==> src/rtl/muldiv_ctrl_pkg.sv <==
// Shared encodings for the HI/LO multiply/divide sequencing controller:
// opcodes, stall-bus bit positions, handshake levels and FSM states.
package muldiv_ctrl_pkg;

  localparam logic [3:0] HILO_MULT  = 4'b0101;
  localparam logic [3:0] HILO_MULTU = 4'b0110;
  localparam logic [3:0] HILO_DIV   = 4'b0111;
  localparam logic [3:0] HILO_DIVU  = 4'b1000;

  // Bit 2 of the pipeline stall bus freezes EX.
  localparam int   STALL_EX_BIT = 2;
  localparam logic STOP         = 1'b1;
  localparam logic NO_STOP      = 1'b0;

  localparam logic MIX_START     = 1'b1;
  localparam logic MIX_STOP      = 1'b0;
  localparam logic MIX_READY     = 1'b1;

  typedef enum logic [1:0] {
    ST_IDLE = 2'd0,
    ST_RUN  = 2'd1,
    ST_DONE = 2'd2
  } state_t;

  function automatic logic is_muldiv(input logic [3:0] op);
    return (op == HILO_MULT) || (op == HILO_MULTU) ||
           (op == HILO_DIV)  || (op == HILO_DIVU);
  endfunction

  function automatic logic is_div(input logic [3:0] op);
    return (op == HILO_DIV) || (op == HILO_DIVU);
  endfunction

  function automatic logic is_signed_op(input logic [3:0] op);
    return (op == HILO_MULT) || (op == HILO_DIV);
  endfunction

endpackage

==> src/rtl/muldiv_ctrl_if.sv <==
// Handshake between the sequencing controller (master) and the shared
// iterative multiply/divide unit (slave).
interface muldiv_ctrl_if #(
  parameter int DATA_W = 32
);
  logic                  mix_start;
  logic                  mix_signed;
  logic                  mix_mul_div;
  logic [DATA_W-1:0]     mix_op1;
  logic [DATA_W-1:0]     mix_op2;
  logic                  mix_annul;
  logic [2*DATA_W-1:0]   mix_result;
  logic                  mix_ready;

  modport master (
    output mix_start, mix_signed, mix_mul_div, mix_op1, mix_op2, mix_annul,
    input  mix_result, mix_ready
  );

  modport slave (
    input  mix_start, mix_signed, mix_mul_div, mix_op1, mix_op2, mix_annul,
    output mix_result, mix_ready
  );
endinterface

==> src/rtl/muldiv_ctrl.sv <==
// Sequences one HI/LO mul/div instruction through the shared unit, stalls EX
// while it runs and holds the 64-bit result until EX is released.
module muldiv_ctrl
  import muldiv_ctrl_pkg::*;
#(
  parameter int DATA_W  = 32,
  parameter int STALL_W = 6,
  parameter int TIMEOUT = 40
) (
  input  logic                  clk,
  input  logic                  rst,
  input  logic [STALL_W-1:0]    stall,
  input  logic                  flush,
  input  logic [3:0]            hilo_op,
  input  logic [DATA_W-1:0]     op1,
  input  logic [DATA_W-1:0]     op2,
  muldiv_ctrl_if.master         mix,
  output logic [2*DATA_W-1:0]   result,
  output logic                  result_valid,
  output logic                  stallreq,
  output logic                  timeout_err
);

  localparam int CNT_W = $clog2(TIMEOUT + 1);

  state_t                state_reg;
  logic [CNT_W-1:0]      cnt_reg;
  logic [2*DATA_W-1:0]   result_reg;
  logic                  timeout_err_reg;
  logic                  start_reg;
  logic                  signed_reg;
  logic                  mul_div_reg;
  logic [DATA_W-1:0]     op1_reg;
  logic [DATA_W-1:0]     op2_reg;

  logic                  op_valid;
  logic                  div_zero;
  logic                  cnt_expired;
  logic                  ex_release;
  logic                  unused_stall_bits;

  assign op_valid    = is_muldiv(hilo_op);
  assign div_zero    = is_div(hilo_op) && (op2 == '0);
  assign cnt_expired = (cnt_reg == CNT_W'(TIMEOUT - 1));
  assign ex_release  = (stall[STALL_EX_BIT] == NO_STOP);
  assign unused_stall_bits = ^(stall & ~(STALL_W'(1) << STALL_EX_BIT));

  // Flush and reset must silence the pipeline-facing outputs in the same cycle.
  assign stallreq     = !rst && !flush &&
                        (((state_reg == ST_IDLE) && op_valid) || (state_reg == ST_RUN));
  assign result_valid = !rst && !flush && (state_reg == ST_DONE);
  assign mix.mix_annul = !rst && (state_reg == ST_RUN) &&
                         (flush || (cnt_expired && (mix.mix_ready != MIX_READY)));

  assign mix.mix_start   = start_reg;
  assign mix.mix_signed  = signed_reg;
  assign mix.mix_mul_div = mul_div_reg;
  assign mix.mix_op1     = op1_reg;
  assign mix.mix_op2     = op2_reg;
  assign result          = result_reg;
  assign timeout_err     = timeout_err_reg;

  always_ff @(posedge clk) begin
    if (rst) begin
      state_reg       <= ST_IDLE;
      cnt_reg         <= '0;
      result_reg      <= '0;
      timeout_err_reg <= 1'b0;
      start_reg       <= MIX_STOP;
      signed_reg      <= 1'b0;
      mul_div_reg     <= 1'b0;
      op1_reg         <= '0;
      op2_reg         <= '0;
    end else if (flush) begin
      state_reg <= ST_IDLE;
      cnt_reg   <= '0;
      start_reg <= MIX_STOP;
    end else begin
      case (state_reg)
        ST_IDLE: begin
          if (op_valid) begin
            op1_reg     <= op1;
            op2_reg     <= op2;
            signed_reg  <= is_signed_op(hilo_op);
            mul_div_reg <= is_div(hilo_op);
            cnt_reg     <= '0;
            // Divide by zero never reaches the unit; the result is fixed.
            if (div_zero) begin
              result_reg <= {op1, {DATA_W{1'b1}}};
              state_reg  <= ST_DONE;
            end else begin
              start_reg <= MIX_START;
              state_reg <= ST_RUN;
            end
          end
        end
        ST_RUN: begin
          if (mix.mix_ready == MIX_READY) begin
            result_reg <= mix.mix_result;
            start_reg  <= MIX_STOP;
            state_reg  <= ST_DONE;
          end else if (cnt_expired) begin
            result_reg      <= '0;
            timeout_err_reg <= 1'b1;
            start_reg       <= MIX_STOP;
            state_reg       <= ST_DONE;
          end else begin
            cnt_reg <= cnt_reg + CNT_W'(1);
          end
        end
        ST_DONE: begin
          // Result stays put while EX is frozen; the unit is not relaunched.
          if (ex_release) begin
            state_reg <= ST_IDLE;
          end
        end
        default: state_reg <= ST_IDLE;
      endcase
    end
  end

endmodule

==> src/flat_wrapper.sv <==
// flat-port wrapper written by rule: the top's interface ports become plain ports
module muldiv_ctrl_flat import muldiv_ctrl_pkg::*;
#(
  parameter int DATA_W  = 32,
  parameter int STALL_W = 6,
  parameter int TIMEOUT = 40
)
  (clk, rst, stall, flush, hilo_op, op1, op2, result, result_valid, stallreq, timeout_err, mix_mix_start, mix_mix_signed, mix_mix_mul_div, mix_mix_op1, mix_mix_op2, mix_mix_annul, mix_mix_result, mix_mix_ready);
  muldiv_ctrl_if #(.DATA_W(DATA_W)) mix_i ();
  input  logic clk;
  input  logic rst;
  input  logic [STALL_W-1:0] stall;
  input  logic flush;
  input  logic [3:0] hilo_op;
  input  logic [DATA_W-1:0] op1;
  input  logic [DATA_W-1:0] op2;
  output logic [2*DATA_W-1:0] result;
  output logic result_valid;
  output logic stallreq;
  output logic timeout_err;
  output wire logic [$bits(mix_i.mix_start)-1:0] mix_mix_start;
  output wire logic [$bits(mix_i.mix_signed)-1:0] mix_mix_signed;
  output wire logic [$bits(mix_i.mix_mul_div)-1:0] mix_mix_mul_div;
  output wire logic [$bits(mix_i.mix_op1)-1:0] mix_mix_op1;
  output wire logic [$bits(mix_i.mix_op2)-1:0] mix_mix_op2;
  output wire logic [$bits(mix_i.mix_annul)-1:0] mix_mix_annul;
  input wire logic [$bits(mix_i.mix_result)-1:0] mix_mix_result;
  input wire logic [$bits(mix_i.mix_ready)-1:0] mix_mix_ready;
  assign mix_mix_start = mix_i.mix_start;
  assign mix_mix_signed = mix_i.mix_signed;
  assign mix_mix_mul_div = mix_i.mix_mul_div;
  assign mix_mix_op1 = mix_i.mix_op1;
  assign mix_mix_op2 = mix_i.mix_op2;
  assign mix_mix_annul = mix_i.mix_annul;
  assign mix_i.mix_result = mix_mix_result;
  assign mix_i.mix_ready = mix_mix_ready;
  muldiv_ctrl #(.DATA_W(DATA_W), .STALL_W(STALL_W), .TIMEOUT(TIMEOUT)) u_core (.clk(clk), .rst(rst), .stall(stall), .flush(flush), .hilo_op(hilo_op), .op1(op1), .op2(op2), .mix(mix_i), .result(result), .result_valid(result_valid), .stallreq(stallreq), .timeout_err(timeout_err));
endmodule
==> config.mk <==
export PLATFORM = sky130hd
export DESIGN_NAME = muldiv_ctrl_flat
export DESIGN_NICKNAME = d
export VERILOG_FILES = /design/src/rtl/muldiv_ctrl_pkg.sv /design/src/rtl/muldiv_ctrl_if.sv /design/src/rtl/muldiv_ctrl.sv /design/src/flat_wrapper.sv
export SDC_FILE = /design/constraint.sdc
export NUM_CORES = 1
export LEC_CHECK = 0
export CAP_MARGIN = 40
export CORE_MARGIN = 1
export CORE_UTILIZATION = 25
export CTS_CLUSTER_DIAMETER = 40
export DETAILED_ROUTE_END_ITERATION = 6
export HOLD_SLACK_MARGIN = 0.05
export PLACE_DENSITY_LB_ADDON = 0.25
export SYNTH_ARGS = -nofsm -noshare
export SYNTH_HDL_FRONTEND = slang
export SYNTH_SLANG_ARGS = --single-unit
==> constraint.sdc <==
create_clock -name clk -period 2.7 [get_ports clk]
set_input_delay 0.54 -clock clk [delete_from_list [all_inputs] [get_ports clk]]
set_output_delay 0.54 -clock clk [all_outputs]
set_load 0.005 [all_outputs]
==> impl_summary.md, run 1 <==
Status
The flow ran to the end, and the final reports show no timing, DRC or antenna violations.

CTS
The maximum number of buffers from clock root to sink is 2. The TritonCTS buffer count is 17. For this design, the CTS-stage hold fixing added 0 buffers.

The clock slew at the register clock pins of the worst setup and hold paths is 0.06 ns. The clock latency at the later pin of the worst-skew pair is 0.42 ns. The CTS tree is built.

The H-tree was split into 4 levels. Clock tree synthesis selected as its root buffer the cell sky130_fd_sc_hd__clkbuf_16. The clock drives 140 sinks.

Cells and area
The utilization after layout is 41.0%. The share of final-layout standard cells stronger than drive strength 1 is 13.7%. The multi-input combinational cells in the finished layout cover a total of between 3000 and 4000 sq um.

The number of non-filler instances in the completed layout is about 1.3k. The number of antenna diodes in the final layout is 0. The post-route cell area is 9990 sq um.

At the end of the flow, the number of nets in the layout was about 1.1k. The number of filler instances in the final layout is 2499. The area used by sequential logic in the layout is 2800 sq um. Relative to the synthesized area, the layout overhead comes to 60.3%. Leaving out fill and tap cells, the most frequent cells in the layout are sky130_fd_sc_hd__clkdlybuf4s50_1, sky130_fd_sc_hd__nand2_1, sky130_fd_sc_hd__dfxtp_1. The register with the most flip-flops in the layout has 64 of them. The most common library cell in the layout ignoring fill and taps is sky130_fd_sc_hd__clkdlybuf4s50_1.

STA
Setup violations remaining at the end of the flow were counted as 0. The post-layout minimum cycle time is 2.50 ns. In the finished design, the share of the clock period the worst path needs comes to 92.7%. The achievable frequency is approximately 400 MHz. The number of pins exceeding their max-slew limit in the final report is 0. The hold violation count in the final report is 0. On the final layout, the worst clock skew is 0.0121 ns. The tightest slew margin relative to the limit is between 40% and 50%.

Setup repair after global routing left no endpoint under its margin. At the pin with the least slew margin, the transition time is 0.898 ns. The final worst setup slack is 0.196 ns. On the final layout, the worst hold slack is 0.351 ns.

Power and ir drop
The peak supply drop is 0.335 mV. The static leakage power is approximately 3.6 nW. For this design the ratio of total power to cell area is approximately 520 nW/um^2.

Yosys
The sequential-to-total area share from yosys stat is 45.0%. The number of nets produced by synthesis is 874. After synthesis the cells add up to 6230 sq um.

Counting flops with a built-in enable in the synthesized netlist gives 0. A synthesized cell averages 8.53 sq um. Synthesis inferred 140 register bits. Counting every instance in the synthesized netlist gives 731. The most used flip-flop cell after synthesis is sky130_fd_sc_hd__dfxtp_1. The yosys synthesis warning count is 0. The fraction of registers with async set/reset is 0%.

After synthesis, the netlist uses 45 different library cells.

Floorplan
The die footprint is 25600 sq um. between 200 and 300 I/O pins were placed. The initialized floorplan defines 57 standard-cell rows. The die extent in y is 160 um. The floorplan step set the die width to 160 um. The initial cell density of the core is around a quarter. The standard cell core area is 24400 sq um.

Critical path
The worst setup path is launched from an input port. Among all stages on the critical path, the largest delay is contributed by sky130_fd_sc_hd__clkdlybuf4s50_1. The capturing element type of the critical path is an output pin. The required time at the endpoint of the critical path is 2.16 ns.

For this run, the slowest stage of the critical path takes 0.47 ns. In this run the worst path has a maximum fanout of 4. Traced cell by cell, the critical path runs through clkdlybuf4s50_1 -> nor4b_2 -> o21bai_2 -> a21oi_1 -> nor2_1 -> dlygate4sd2_1. At the worst endpoint, the arrival time is 1.96 ns. The path type of the worst setup path is input port to output pin.

Detailed routing
The average detailed-routed wire length per instance is 15.5 um. After detailed routing, the number of remaining DRC violations is 0. The average via count per standard cell is 4.47. The number of antenna-violating nets in the routed design is 0. The total wire length after detailed routing is 20500 um. Before antenna repair, the detailed router went through 5 iterations. Across all layers, the routed design uses about 5.9k vias. The first routing iteration left 338 violations.

Global route
The first global-routing pass estimated 32300 um of wire. The overall global routing resource usage is 16.0%. The total overflow left after global routing is 0. The number of global-route vias before repair came to 5750. The largest net degree at the start of global routing is 161. The initial antenna violation count is 0.

Placement
The count of placed standard cells including taps is 1296. The setup slack at placement is -0.192 ns. Once placement finished, the instance area stood at 9390 sq um. Detailed placement ended at an HPWL of 13900 um. The number of I/O port buffers is approximately 270. The routability congestion estimate from global placement is between 0.7 and 0.8.

Run
Max-cap violations in this run came to 0.

Hold path
The worst hold path belongs to the class input port to flip-flop.
==> stage by stage <==
stage / TNS, ns / power, mW
finish: 0 / 5.21
global route: 0 / 5.44
CTS: 0 / 5.31
detailed placement: -7.58 / 2.81
global placement: -6.00 / 2.81
floorplan: 0 / 2.41
==> cell usage after synthesis, drive strengths merged (2+ instances only) <==
master / number / area share [%]
mux2: 32 / 7.5
clkbuf: 42 / 2.5
a221oi: 32 / 7.7
a21oi: 103 / 8.3
nand4: 2 / 0.20
nor4: 8 / 0.80
nand2: 200 / 12
o21bai: 2 / 0.30
inv: 35 / 2.1
or3: 3 / 0.30
buf: 17 / 2.0
dfxtp: 140 / 45
nand2b: 2 / 0.20
nor2b: 33 / 3.3
o21ai: 4 / 0.32
nor3: 5 / 0.48
a21boi: 3 / 0.36
nand3: 37 / 3.0
nor2: 12 / 0.76
==> path summary, 6_finish.rpt <==
check	from	end	slack, ns	cells past startpoint
setup / recovery	hilo_op[0]	stallreq	0.20	6
hold / removal	rst	u_core.timeout_err	0.35	2
setup reg to reg	u_core.cnt_reg[0]	u_core.result[29]	0.56	8
hold reg to reg	u_core.mix.mix_op2[22]	u_core.mix.mix_op2[22]	0.45	2
==> where the power goes <==
group          internal [mW]  switching [mW]  total [mW]  leakage (nW)
Combinational          0.350           0.275       0.625          2.15
Clock                   1.46           0.987        2.45         0.277
Sequential              2.11          0.0243        2.14          1.13
Total                   3.92            1.29        5.21          3.56
==> cells by family after synthesis <==
group / Yosys count / synth area share [%]
mux: 32 / 7.47
buf+inv: 94 / 6.63
compound gates: 154 / 18.6
fa+ha+maj: 1 / 0.201
flops: 140 / 45.0
simple gates: 310 / 22.2
==> routing by layer <==
metal / wire [um] / track usage [%] / vias to the layer above
met5: 0 / 0 / -
met2: 9170 / 25.1 / 180
met3: 1420 / 5.32 / 15
met1: 9740 / 20.8 / 2747
met4: 190 / 4.81 / 0
li1: - / - / 2992
==> worst max-delay path: cells and delay by family <==
kind / cells / cell delay (ns)
and+or+nand+nor: 2 / 0.41
buffers and inverters: 2 / 0.74
AOI/OAI and AO/OA: 2 / 0.27
==> area by class of cell <==
type | instances | share of cell area (%)
clock buffers | 19 | 4.33
flip-flops and latches | 140 | 28.1
inverters | 35 | 1.32
clock inverters | 12 | 1.64
multi-input cells | 497 | 30.4
well taps | 324 | 4.06
repair buffers | 300 | 30.2
==> timing repair <==
action,CTS,global route
endpoints found under the setup margin,2,1
buffers inserted,0,0
cloned,0,0
resized for setup,2,2
pin swaps,1,1
Note: power is estimated with default switching activity, not from simulation.
==> inputs of run 2 (changes only) <==
==> constraint.sdc (replaced) <==
create_clock -name clk -period 3.15 [get_ports clk]
set_input_delay 0.63 -clock clk [delete_from_list [all_inputs] [get_ports clk]]
set_output_delay 0.63 -clock clk [all_outputs]
set_load 0.005 [all_outputs]
==> run 2 against run 1 <==
Critical path depth did not move. First-iteration DRC count rose by 17%. Sequential power fell by 14%. Routed wire length fell by 1.2%. Design area fell by 1.3%. Setup slack got worse by 0.0079 ns. Power fell by 15%. Via count fell by 1.8%. Flip-flop and latch count did not move. Final cell count fell by 0.98%. Largest cell class unchanged. Largest power group unchanged.
==> impl_summary.md, run 2 (synthesis results as in run 1) <==
Detailed routing
The iteration-0 DRC count of the detailed router is just under 400. In the final routed layout, each cell accounts on average for 15.4 um. The first TritonRoute pass finished after 4 iterations. The final layout contains routed wiring with a total length of a little over 20000 um. The average via count per standard cell is 4.43. In the routed design, unresolved DRC markers number 0. The final route contains 5827 vias. Once detail routing completed, the nets flagged for antenna violations numbered 0.

Power and ir drop
In this run, the clock network consumes 46.8% of the power. The power density normalized to cell area is 449 nW/um^2. The sequential cell fraction of total power is 41.4%.

Net switching is 24.3% of the power. The analysis attributes to net switching a power of roughly 1.1 mW. The share of total power dissipated in combinational logic is 11.8%. VDD sags by at most approximately 0.27 mV.

The static leakage power is 3.48 nW. Cell internal power was estimated by the tool at 3.35 mW.

Cells and area
For this run, the share of the core covered by cells in the final layout is between 40 and 50%. The number of nets in the final layout is ~1.1k. In the layout the commonest cells are sky130_fd_sc_hd__clkdlybuf4s50_1, sky130_fd_sc_hd__nand2_1, sky130_fd_sc_hd__dfxtp_1. The number of non-filler instances in the completed layout is 1314.

0 antenna diodes ended up in the layout. The register with the most flip-flops in the layout has 64 of them. The post-route cell area is 9860 sq um. The growth of design area from synthesis to finish is 58.2%. Leaving out fill and tap cells, the most frequent cell in the layout is sky130_fd_sc_hd__clkdlybuf4s50_1.

The share of final-layout standard cells stronger than drive strength 1 is 12.4%.

CTS
The H-tree depth reported by CTS is 4. The tree is rooted in a sky130_fd_sc_hd__clkbuf_16. The number of hold buffers added after CTS was 0. The maximum number of buffers from clock root to sink is 2. Clock-pin slew was measured on the worst setup and hold paths at 0.06 ns.

The clock sink total is 140. The CTS tree is built. The number of clock buffers added by TritonCTS is 17. The clock latency at the later pin of the worst-skew pair is between 0.4 and 0.5 ns.

STA
Setup violations remaining at the end of the flow were counted as 0. Setup repair after global routing left no endpoint under its margin. The setup total negative slack is 0 ns. The part of the cycle the worst path needs is 94.0%.

After layout, the worst setup slack is 0.188 ns. Measured against its own limit, the worst slew margin works out to 55.8%. The number of pins exceeding their max-slew limit in the final report is 0.

The hold violation count in the final report is 0. For this run, the top clock speed supported by timing is 338 MHz. The transition time of the tightest slew-check pin is 0.663 ns. The post-layout minimum cycle time is 2.96 ns. The worst clock skew is between 0.01 and 0.015 ns.

Floorplan
Row generation in the floorplan step produced 57 rows. The initial cell density of the core is 25.6%. The die extent in y is 160 um. For this design the top-level I/O count stands at 277.

The die footprint is 25600 sq um. The die width is 160 um. After floorplanning, the core was sized to cover between 20000 and 25000 sq um.

Global route
The number of global-route vias before repair is 5630. The largest net degree at the start of global routing is 106. The first-pass GRT wire length is 32000 um. The initial antenna violation count is 0.

The overall overflow remaining after global route is 0. The overall global routing resource usage is 15.8%.

Critical path
On the worst path, the slowest cell contributes a delay of 0.52 ns. Along the worst path, the maximum fanout reaches 3. The length in cells of the worst reg-to-reg path is 7. In this run the critical register-to-register path is launched from u_core.state_reg[0].

The capturing element type of the critical path is an output pin. STA classifies the critical path startpoint as an input port. Counting stages on the worst path, the most repeated cell is sky130_fd_sc_hd__clkdlybuf4s50_1. The endpoint identified for the worst register-to-register timing path is u_core.result[36]. The path type of the worst setup path is input port to output pin. The required time at the endpoint of the critical path is approximately 2.5 ns.

The data arrival time of the critical path is 2.33 ns. The critical path goes through clkdlybuf4s50_1 -> nor4b_4 -> o21bai_2 -> a21oi_1 -> nor2_1 -> clkdlybuf4s50_1. The internal reg-to-reg setup slack is 0.87 ns. The critical path's slowest cell is sky130_fd_sc_hd__clkdlybuf4s50_1.

Placement
The placed instance area is 9260 sq um. The count of placed standard cells including taps is ~1.3k. OpenSTA, run right after detailed placement, puts the worst setup slack at 0.160 ns. The number of I/O port buffers is 271. The wire-length estimate of the detail-placed layout is approximately 14000 um. The congestion estimate from routability-driven global placement came to between 0.7 and 0.8.

Hold path
The path class of the tightest hold or removal check is flip-flop to flip-flop. Counting instances, the worst hold path has a depth of 2. The startpoint identified for the worst hold timing path is u_core.mix.mix_op2[27]. The path with the worst hold slack has its endpoint at u_core.mix.mix_op2[27].

Status
The run finished with clean final reports.

Run
The tool flagged a number of max-cap violations equal to 0.
## run 2: changes by cell type in the layout (fill, tap and decap cells not counted)
| cell | delta |
|---|---|
| sky130_fd_sc_hd__buf_4 | -9 |
| sky130_fd_sc_hd__buf_12 | -3 |
| sky130_fd_sc_hd__clkdlybuf4s50_1 | +2 |
| sky130_fd_sc_hd__clkinv_4 | +2 |
| sky130_fd_sc_hd__clkinvlp_4 | -2 |
| sky130_fd_sc_hd__clkbuf_1 | -1 |
| sky130_fd_sc_hd__dfxtp_1 | +1 |
| sky130_fd_sc_hd__dfxtp_2 | -1 |
| sky130_fd_sc_hd__dlygate4sd2_1 | -1 |
| sky130_fd_sc_hd__dlymetal6s2s_1 | -1 |
| sky130_fd_sc_hd__nor3_1 | +1 |
| sky130_fd_sc_hd__nor3_2 | -1 |
| sky130_fd_sc_hd__nor4b_2 | -1 |
| sky130_fd_sc_hd__nor4b_4 | +1 |
## run 2: worst max path at each step
stage,startpoint,to,slack [ns]
floorplan,rst,mix_mix_annul,0.91
global placement,op2[18],u_core.result[37],0.16
detailed placement,op2[18],u_core.result[38],0.16
CTS,hilo_op[2],stallreq,0.17
global route,hilo_op[2],stallreq,0.01
finish,hilo_op[2],stallreq,0.19
## run 2: layout make-up
| class | instances | area (sq um) |
|---|---|---|
| repair buffers | 288 | 2890 |
| flip-flops and latches | 140 | 2800 |
| inverters | 35 | 131 |
| clock inverters | 12 | 166 |
| multi-input cells | 497 | 3040 |
| fillers | 2482 | 14500 |
| well taps | 324 | 405 |
| clock buffers | 18 | 429 |
## run 2: layer usage
layer  up-vias  global-route usage [%]  wire [um]
met3        14                    4.68       1340
met4         0                    4.03        180
met1      2656                    20.7       9420
met2       197                    25.5       9310
met5         -                       0          0
li1       2960                       -          -
## run 2: critical path, delay by kind of cell
| kind | cells | cell delay (ns) |
|---|---|---|
| AO/OA/AOI/OAI | 2 | 0.28 |
| buffers and inverters | 2 | 1.00 |
| AND/OR/NAND/NOR | 2 | 0.43 |
## run 2: power groups by stage
stage | Sequential (mW) | Clock, mW | Combinational (mW)
CTS | 1.83 | 2.14 | 0.529
global route | 1.83 | 2.22 | 0.570
finish | 1.83 | 2.07 | 0.524
detailed placement | 1.87 | 0 | 0.526
floorplan | 1.87 | 0 | 0.196
global placement | 1.87 | 0 | 0.528
## run 2: timing repair
item	in CTS	in global routing
resized for setup	0	1
setup endpoints to repair	0	1
buffers inserted	0	0
## run 2: metrics by stage
step | hold WS, ns | total power, mW
6_report | 0.452 | 4.42
5_1_grt | 0.466 | 4.63
4_1_cts | 0.454 | 4.50
3_5_place_dp | 0.446 | 2.40
3_3_place_gp | 0.441 | 2.40
2_1_floorplan | 0.448 | 2.07
